**config.mk**
```make
export PLATFORM = sky130hd
export DESIGN_NAME = frame_timeout
export DESIGN_NICKNAME = d
export VERILOG_FILES = /design/src/rtl/frame_timeout.sv
export SDC_FILE = /design/constraint.sdc
export NUM_CORES = 1
export LEC_CHECK = 0
export ABC_AREA = 1
export ABC_CLOCK_PERIOD_IN_PS = 1700
export CAP_MARGIN = 40
export CORE_AREA = 2 2 39 41
export CTS_CLUSTER_DIAMETER = 30
export DETAILED_ROUTE_END_ITERATION = 7
export DIE_AREA = 0 0 41 43
export PLACE_DENSITY = 0.53
export SYNTH_ARGS = -nofsm -noshare
export SYNTH_HDL_FRONTEND = slang
export SYNTH_SLANG_ARGS = --single-unit
```
**constraint.sdc**
```tcl
create_clock -name clk -period 1.7 [get_ports clk]
set_clock_uncertainty 0.1 [all_clocks]
set_input_delay 0.34 -clock clk [delete_from_list [all_inputs] [get_ports clk]]
set_output_delay 0.34 -clock clk [all_outputs]
set_load 0.02 [all_outputs]
```
**src/rtl/frame_timeout.sv**
```systemverilog
// Mid-frame idle counter; expired fires on the TIMEOUT-th idle cycle.
module frame_timeout #(
    parameter int TIMEOUT = 255
) (
    input  logic clk,
    input  logic reset,
    input  logic clear,
    input  logic inc,
    output logic expired
);

    localparam int CW = $clog2(TIMEOUT + 1);

    logic [CW-1:0] cnt;

    assign expired = inc && (cnt == CW'(TIMEOUT - 1));

    always_ff @(posedge clk) begin
        if (reset || clear || expired) begin
            cnt <= '0;
        end else if (inc) begin
            cnt <= cnt + 1'b1;
        end
    end

endmodule

```
# ---- After elaboration in Yosys (flattened, before gate mapping)
# Index checks and enable logic that the tools add are counted.
dict set report classes {
  eq_ne 1
  n_addsub 1
  n_reduce_logical 3
}
# cell count
set op_table {}
lappend op_table {{adder 8 x 1 -> 8 bit (second input constant)} 1}
lappend op_table {{== test 8 bit (second input constant)} 1}
lappend op_table {{logical OR 1 bit} 2}
lappend op_table {{logical AND 1 bit} 1}
dict set report totals {
  ff_bits 8
}

# ---- Longest topological paths before layout
# Gate-level depths: netlist of run 1.
dict set report depth {
  depth_word 3
  depth_mapped 7
}

# ---- Worst setup path before layout of run 1
# No wires, ideal clock.
dict set report synth_timing {
  kind {reg-to-output}
  startpoint {register cnt[0]}
  endpoint {output port expired}
  n_path_buf 0
  slack_ns 0.365
  t_arrival_ns 0.895
  path_stages_with_launch 7
  required_ns 1.260
  cell_sequence {dfxtp_1 -> inv_1 -> ha_1 -> nand2_1 -> nor2_1 -> nand2_2 -> inv_1}
}
dict set report synth_via {
  elab_chain_cells 2
}
# element line_no
set synth_rtl {}
lappend synth_rtl {{start: declaration} 14} ;# logic [CW-1:0] cnt;
lappend synth_rtl {{start signal: assignment} 22} ;# cnt <= cnt + 1'b1;
lappend synth_rtl {{== test 8 bit} 16} ;# assign expired = inc && (cnt == CW'(TIMEOUT - 1));
lappend synth_rtl {{logical AND 1 bit} 16}
lappend synth_rtl {{end: declaration} 9} ;# output logic expired
# Every way passes these cells.

# ---- Worst setup path in the final report of run 1
# Ends and elaborated chain as after synthesis.

==> metrics.yaml, run 1 <==
status: "finished clean"
end_kind: "primary output"
antenna_cells: 0
slowest_delay_ns: 0.31
relSlewSlack_pct: 83.8
die_x_um: 41
synth.distinct_cells: 19
drtIter0Drc: 1
finalCritPeriodShare_pct: 95.4
rrSetupSlack_ns: 0.43
drc_errors: 0
cts_root_buffer: "clkbuf_4"
layout.nets: 88
peakVddDrop_v: 0.000258
max_freq_mhz: 616
cts_tree: "yes"
leakagePower_nw: 0.271
die_area_sq_um: 1760
hold_viol: 0
largest_registers: "cnt (8)"
clock_path_buffers: 2
grt-ovfl-total: 0
maxSlewViolCount: 0
pre_cts_ws_ns: -0.467
postSynthAreaPerCell_sq_um: 7.03
clkSinkCount: 8
fin_setup_tns_ns: 0
critical_path_arrival_ns: 1.18
gp_congestion: 0.761
cp-endpoint: "expired"
cap_violations: 0
clk_latency_ns: 0.26
critical_path_depth: 7
clk_pin_slew_ns: 0.05
vias: 422
grt_max_degree: 8
totalWireLength_um: 882
hold_class: "reg -> reg"
path_class: "reg -> out"
reg2regPathDepth: 7
dr.pass1.iters: 4
crit_top_cell: "inv_1"
hold_buffers: 0
setup_viol: 0
htree_levels: 1
fillers: 153
cts_buffers: 3
cp_top_family: "flip-flops"
synthesis.nets: 69
crit_fanout: 2
cp-startpoint: "cnt[0]"
io_pins: 5
syn_area_sq_um: 443
largest_register_ffs: 8
final_antenna_net_count: 0
crit_chain: "inv_1, ha_1, nand2_1, nor2_2, nand2_2, inv_1, buf_6"
final_common_cell: "nand2_1"
slowest_stage: "dfxtp_1"
floorplan.initialDensity_pct: 32.0
setup_ws_ns: 0.0775
ys_seq_elements: 8
timing.rr.end: "cnt[4]"
grtUsageTotal_pct: 14.0
areaGrowthSynthToFinish_pct: 37.6
drive_above_1_share_pct: 32.5
final_cell_mix: "17 x nand2_1, 10 x buf_4, 8 x inv_1, 8 x dfxtp_1, 7 x nor2_1"
worstSetupStartpointType: "flip-flop"
core-area_sq_um: 1380
cp.required_ns: 1.26
viasPerCell: 4.40
fin_crit_ns: 1.62
top_register: "cnt"
dpl.cell_count: 92
wire_per_inst_um: 9.19
io_buffer_count: 4
die_y_um: 43
syn_inst: 63
antenna_found_initial: 0
first_global_vias: 426
synth-seq-area-share_pct: 36.2
rsz0062_at_grt: "false"
p_per_area_nw_per_um2: 603
rr_startpoint: "cnt[1]"
critPathBufInv: 3
layout.cells.non_filler: 96
grt_pass1_wl_um: 1630
hold_ws_ns: 0.395
rows: 14
tightest_slew_ns: 0.243
dpl.hpwl_um: 669
yosysWarningCount: 0
## repair_timing
action | 4_1_cts | 5_1_grt
endpoints found under the setup margin | 1 | 1
gates resized for setup | 5 | 4
pin swaps | 1 | 1
setup buffers | 1 | 0
gates cloned | 0 | 0
## tightest hold or removal path: cells and delay by family (launching register included)
family          cells  cell delay (ns)
compound gates      1             0.04
flops               1             0.32
simple gates        1             0.09
## cells in the mapped netlist, drive strengths merged
library cell,n,area [sq um]
xnor2,1,8.76
nor3,1,5.00
or2,1,6.26
nand4,1,6.26
nand2,21,93.8
inv,9,33.8
dfxtp,8,160
nor2,12,57.6
ha,2,25.0
nand3b,1,7.51
a21oi,3,18.8
nand3,3,20.0
## layout make-up
| cell class | instances | area [sq um] | share of cell area (%) |
|---|---|---|---|
| multi-input cells | 46 | 254 | 41.7 |
| repair buffers | 14 | 119 | 19.5 |
| inverters | 9 | 33.8 | 5.54 |
| flip-flops and latches | 8 | 160 | 26.3 |
| well taps | 16 | 20.0 | 3.29 |
| clock buffers | 3 | 22.5 | 3.70 |
## metal layers
layer  up-vias  track usage (%)  wire, um
met5         -                0         0
met4         0             12.0        41
met3         5             3.14        28
met2         5             20.0       452
met1       185             16.5       360
li1        227                -         -
## stage by stage
| step | power [W] | instance area [sq um] | utilization, % |
|---|---|---|---|
| detailed placement | 0.000221 | 571 | 41.2 |
| finish | 0.000367 | 609 | 44.0 |
| floorplan | 0.000206 | 443 | - |
| CTS | 0.000374 | 598 | 43.2 |
| global placement | 0.000220 | 571 | 41.2 |
| global route | 0.000385 | 609 | 44.0 |
## cells by family (layout without fill, tap and decap cells)
kind of cell | after synthesis | count (layout) | share of synthesized area [%]
compound gates | 3 | 3 | 4.24
simple gates | 40 | 40 | 44.4
flops | 8 | 8 | 36.2
buf+inv | 9 | 26 | 7.63
xor+xnor | 1 | 1 | 1.98
fa+ha+maj | 2 | 2 | 5.65
## worst min path at each step
| stage | from | cells past startpoint | slack [ns] | end |
|---|---|---|---|---|
| 2_1_floorplan | cnt[4] | 2 | 0.35 | cnt[4] |
| 3_3_place_gp | cnt[4] | 2 | 0.36 | cnt[4] |
| 3_5_place_dp | cnt[4] | 2 | 0.38 | cnt[4] |
| 4_1_cts | cnt[4] | 2 | 0.40 | cnt[4] |
| 5_1_grt | cnt[4] | 2 | 0.43 | cnt[4] |
| 6_report | cnt[4] | 2 | 0.40 | cnt[4] |
## power by group
| part | switching (W) | leakage [nW] | internal [W] |
|---|---|---|---|
| sequential | 0.000000734 | 0.0646 | 0.000189 |
| combinational | 0.0000125 | 0.193 | 0.0000134 |
| clock | 0.0000704 | 0.0138 | 0.0000812 |
| total | 0.0000836 | 0.271 | 0.000284 |
No activity file was read; power rests on OpenSTA's default activity.
==> run 2, diff against run 1 <==
--- a/config.mk
+++ b/config.mk
@@ -6,13 +6,14 @@
 export NUM_CORES = 1
 export LEC_CHECK = 0
 export ABC_AREA = 1
-export ABC_CLOCK_PERIOD_IN_PS = 1700
+export ABC_CLOCK_PERIOD_IN_PS = 1380
 export CAP_MARGIN = 40
 export CORE_AREA = 2 2 39 41
 export CTS_CLUSTER_DIAMETER = 30
 export DETAILED_ROUTE_END_ITERATION = 7
 export DIE_AREA = 0 0 41 43
-export PLACE_DENSITY = 0.53
+export PLACE_DENSITY = 0.55
+export SLEW_MARGIN = 40
 export SYNTH_ARGS = -nofsm -noshare
 export SYNTH_HDL_FRONTEND = slang
 export SYNTH_SLANG_ARGS = --single-unit
==> constraint.sdc (replaced) <==
create_clock -name clk -period 1.38 [get_ports clk]
set_clock_uncertainty 0.1 [all_clocks]
set_input_delay 0.276 -clock clk [delete_from_list [all_inputs] [get_ports clk]]
set_output_delay 0.276 -clock clk [all_outputs]
set_load 0.02 [all_outputs]
==> metrics.yaml, run 2 (synthesis results as in run 1) <==
rr_startpoint: "cnt[1]"
grt_pass1_wl_um: 1700
max_freq_mhz: 662
cp-startpoint: "inc"
clkSinkCount: 8
rrSetupSlack_ns: 0.12
die_x_um: 41
leakagePower_nw: 0.296
cts_root_buffer: "clkbuf_4"
final_util_pct: 49.0
slowest_delay_ns: 0.47
cts_tree: "yes"
antenna_found_initial: 0
peakVddDrop_v: 0.000357
crit_fanout: 2
final_cell_mix: "16 x nand2_1, 14 x buf_4, 7 x nor2_1"
htree_levels: 1
reg2regPathDepth: 9
path_class: "in -> out"
power_w: 0.000463
drc_errors: 0
hold_depth: 2
largest_registers: "cnt (8)"
gp_congestion: 0.717
setup_ws_ns: -0.131
drtIter0Drc: 5
io_buffer_count: 4
core-area_sq_um: 1380
final_common_cell: "nand2_1"
layout.nets: 92
setup_viol: 1
maxSlewViolCount: 0
status: "finished, violations left"
fillers: 133
min_to: "cnt[4]"
clk_latency_ns: 0.26
fin_crit_ns: 1.51
io_pins: 5
crit_chain: "clkdlybuf4s50_1, nand2_1, nor2_1, nand2_2, inv_2, buf_6"
cp_top_family: "buffers and inverters"
rows: 14
grt_max_degree: 8
pre_cts_ws_ns: -0.620
largest_register_ffs: 8
areaGrowthSynthToFinish_pct: 53.1
grt-ovfl-total: 0
relSlewSlack_pct: 74.2
antenna_cells: 0
drive_above_1_share_pct: 44.0
totalWireLength_um: 886
timing.rr.end: "cnt[6]"
violations: "negative setup slack"
top_register: "cnt"
critical_path_arrival_ns: 1.13
clk_pin_slew_ns: 0.06
critPathBufInv: 3
hold_class: "reg -> reg"
slowest_stage: "clkdlybuf4s50_1"
p_per_area_nw_per_um2: 683
first_global_vias: 441
viasPerCell: 4.30
final_antenna_net_count: 0
die_area_sq_um: 1760
cp.required_ns: 1.00
clock_path_buffers: 2
hp-start: "cnt[4]"
grtUsageTotal_pct: 15.1
multi_input_area_sq_um: 293
vias: 430
hold_viol: 0
seq_area_sq_um: 163
dpl.hpwl_um: 695
dr.pass1.iters: 3
worstSetupStartpointType: "input pin"
cts_buffers: 3
tightest_slew_ns: 0.385
end_kind: "primary output"
rsz0062_at_grt: "true"
floorplan.initialDensity_pct: 32.0
wire_per_inst_um: 8.86
cap_violations: 0
die_y_um: 43
finalCritPeriodShare_pct: 109
[run 2: cell count changes in the layout (fill, tap and decap cells not counted), sizes merged]
cell	change
buf	+4
clkdlybuf4s50	+1
dlymetal6s2s	-1
[run 2: report_power, final]
| group | switching (W) | internal [W] | total [W] |
|---|---|---|---|
| clock | 0.0000887 | 0.000100 | 0.000189 |
| combinational | 0.0000180 | 0.0000218 | 0.0000399 |
| sequential | 0.00000135 | 0.000233 | 0.000235 |
[run 2: what timing repair did]
item | 4_1_cts | 5_1_grt
resized for setup | 16 | 4
setup endpoints to repair | 1 | 9
hold buffers | 0 | 0
setup buffers | 3 | 0
pin swaps | 6 | 3
cloned | 0 | 0
[run 2: area by class of cell]
type	instances	area share (%)
Clock buffer	3	3.32
Inverter	9	4.98
Multi-Input combinational cell	46	43.2
Sequential cell	8	24.0
Tap cell	16	2.95
Timing Repair Buffer	18	21.6
[run 2: how the worst max path moves through the flow]
stage / endpoint / cells past startpoint
floorplan: expired / 6
global placement: expired / 6
detailed placement: expired / 6
CTS: expired / 7
global route: expired / 6
finish: expired / 6
[run 2: worst min-delay path, stage by stage (launching register included)]
cell and delay, ns:
dfxtp_1 0.33, a21oi_1 0.04, nor2_1 0.08
[run 2: per-layer routing]
layer  share of wire, %  GRT usage (%)
met1                 44           15.2
met2                 52           24.7
met3                2.6           4.71
met4                1.6           10.0
met5                  0              0
[run 2: per-stage QoR]
stage	area [sq um]	setup TNS, ns	std cells	hold WS, ns
after detailed placement	601	-1.81	96	0.376
after CTS	679	-0.521	102	0.389
final	678	-0.131	100	0.384
after global placement	601	-1.74	96	0.367
after floorplan	443	0	63	0.352
after global routing	678	-0.183	100	0.428
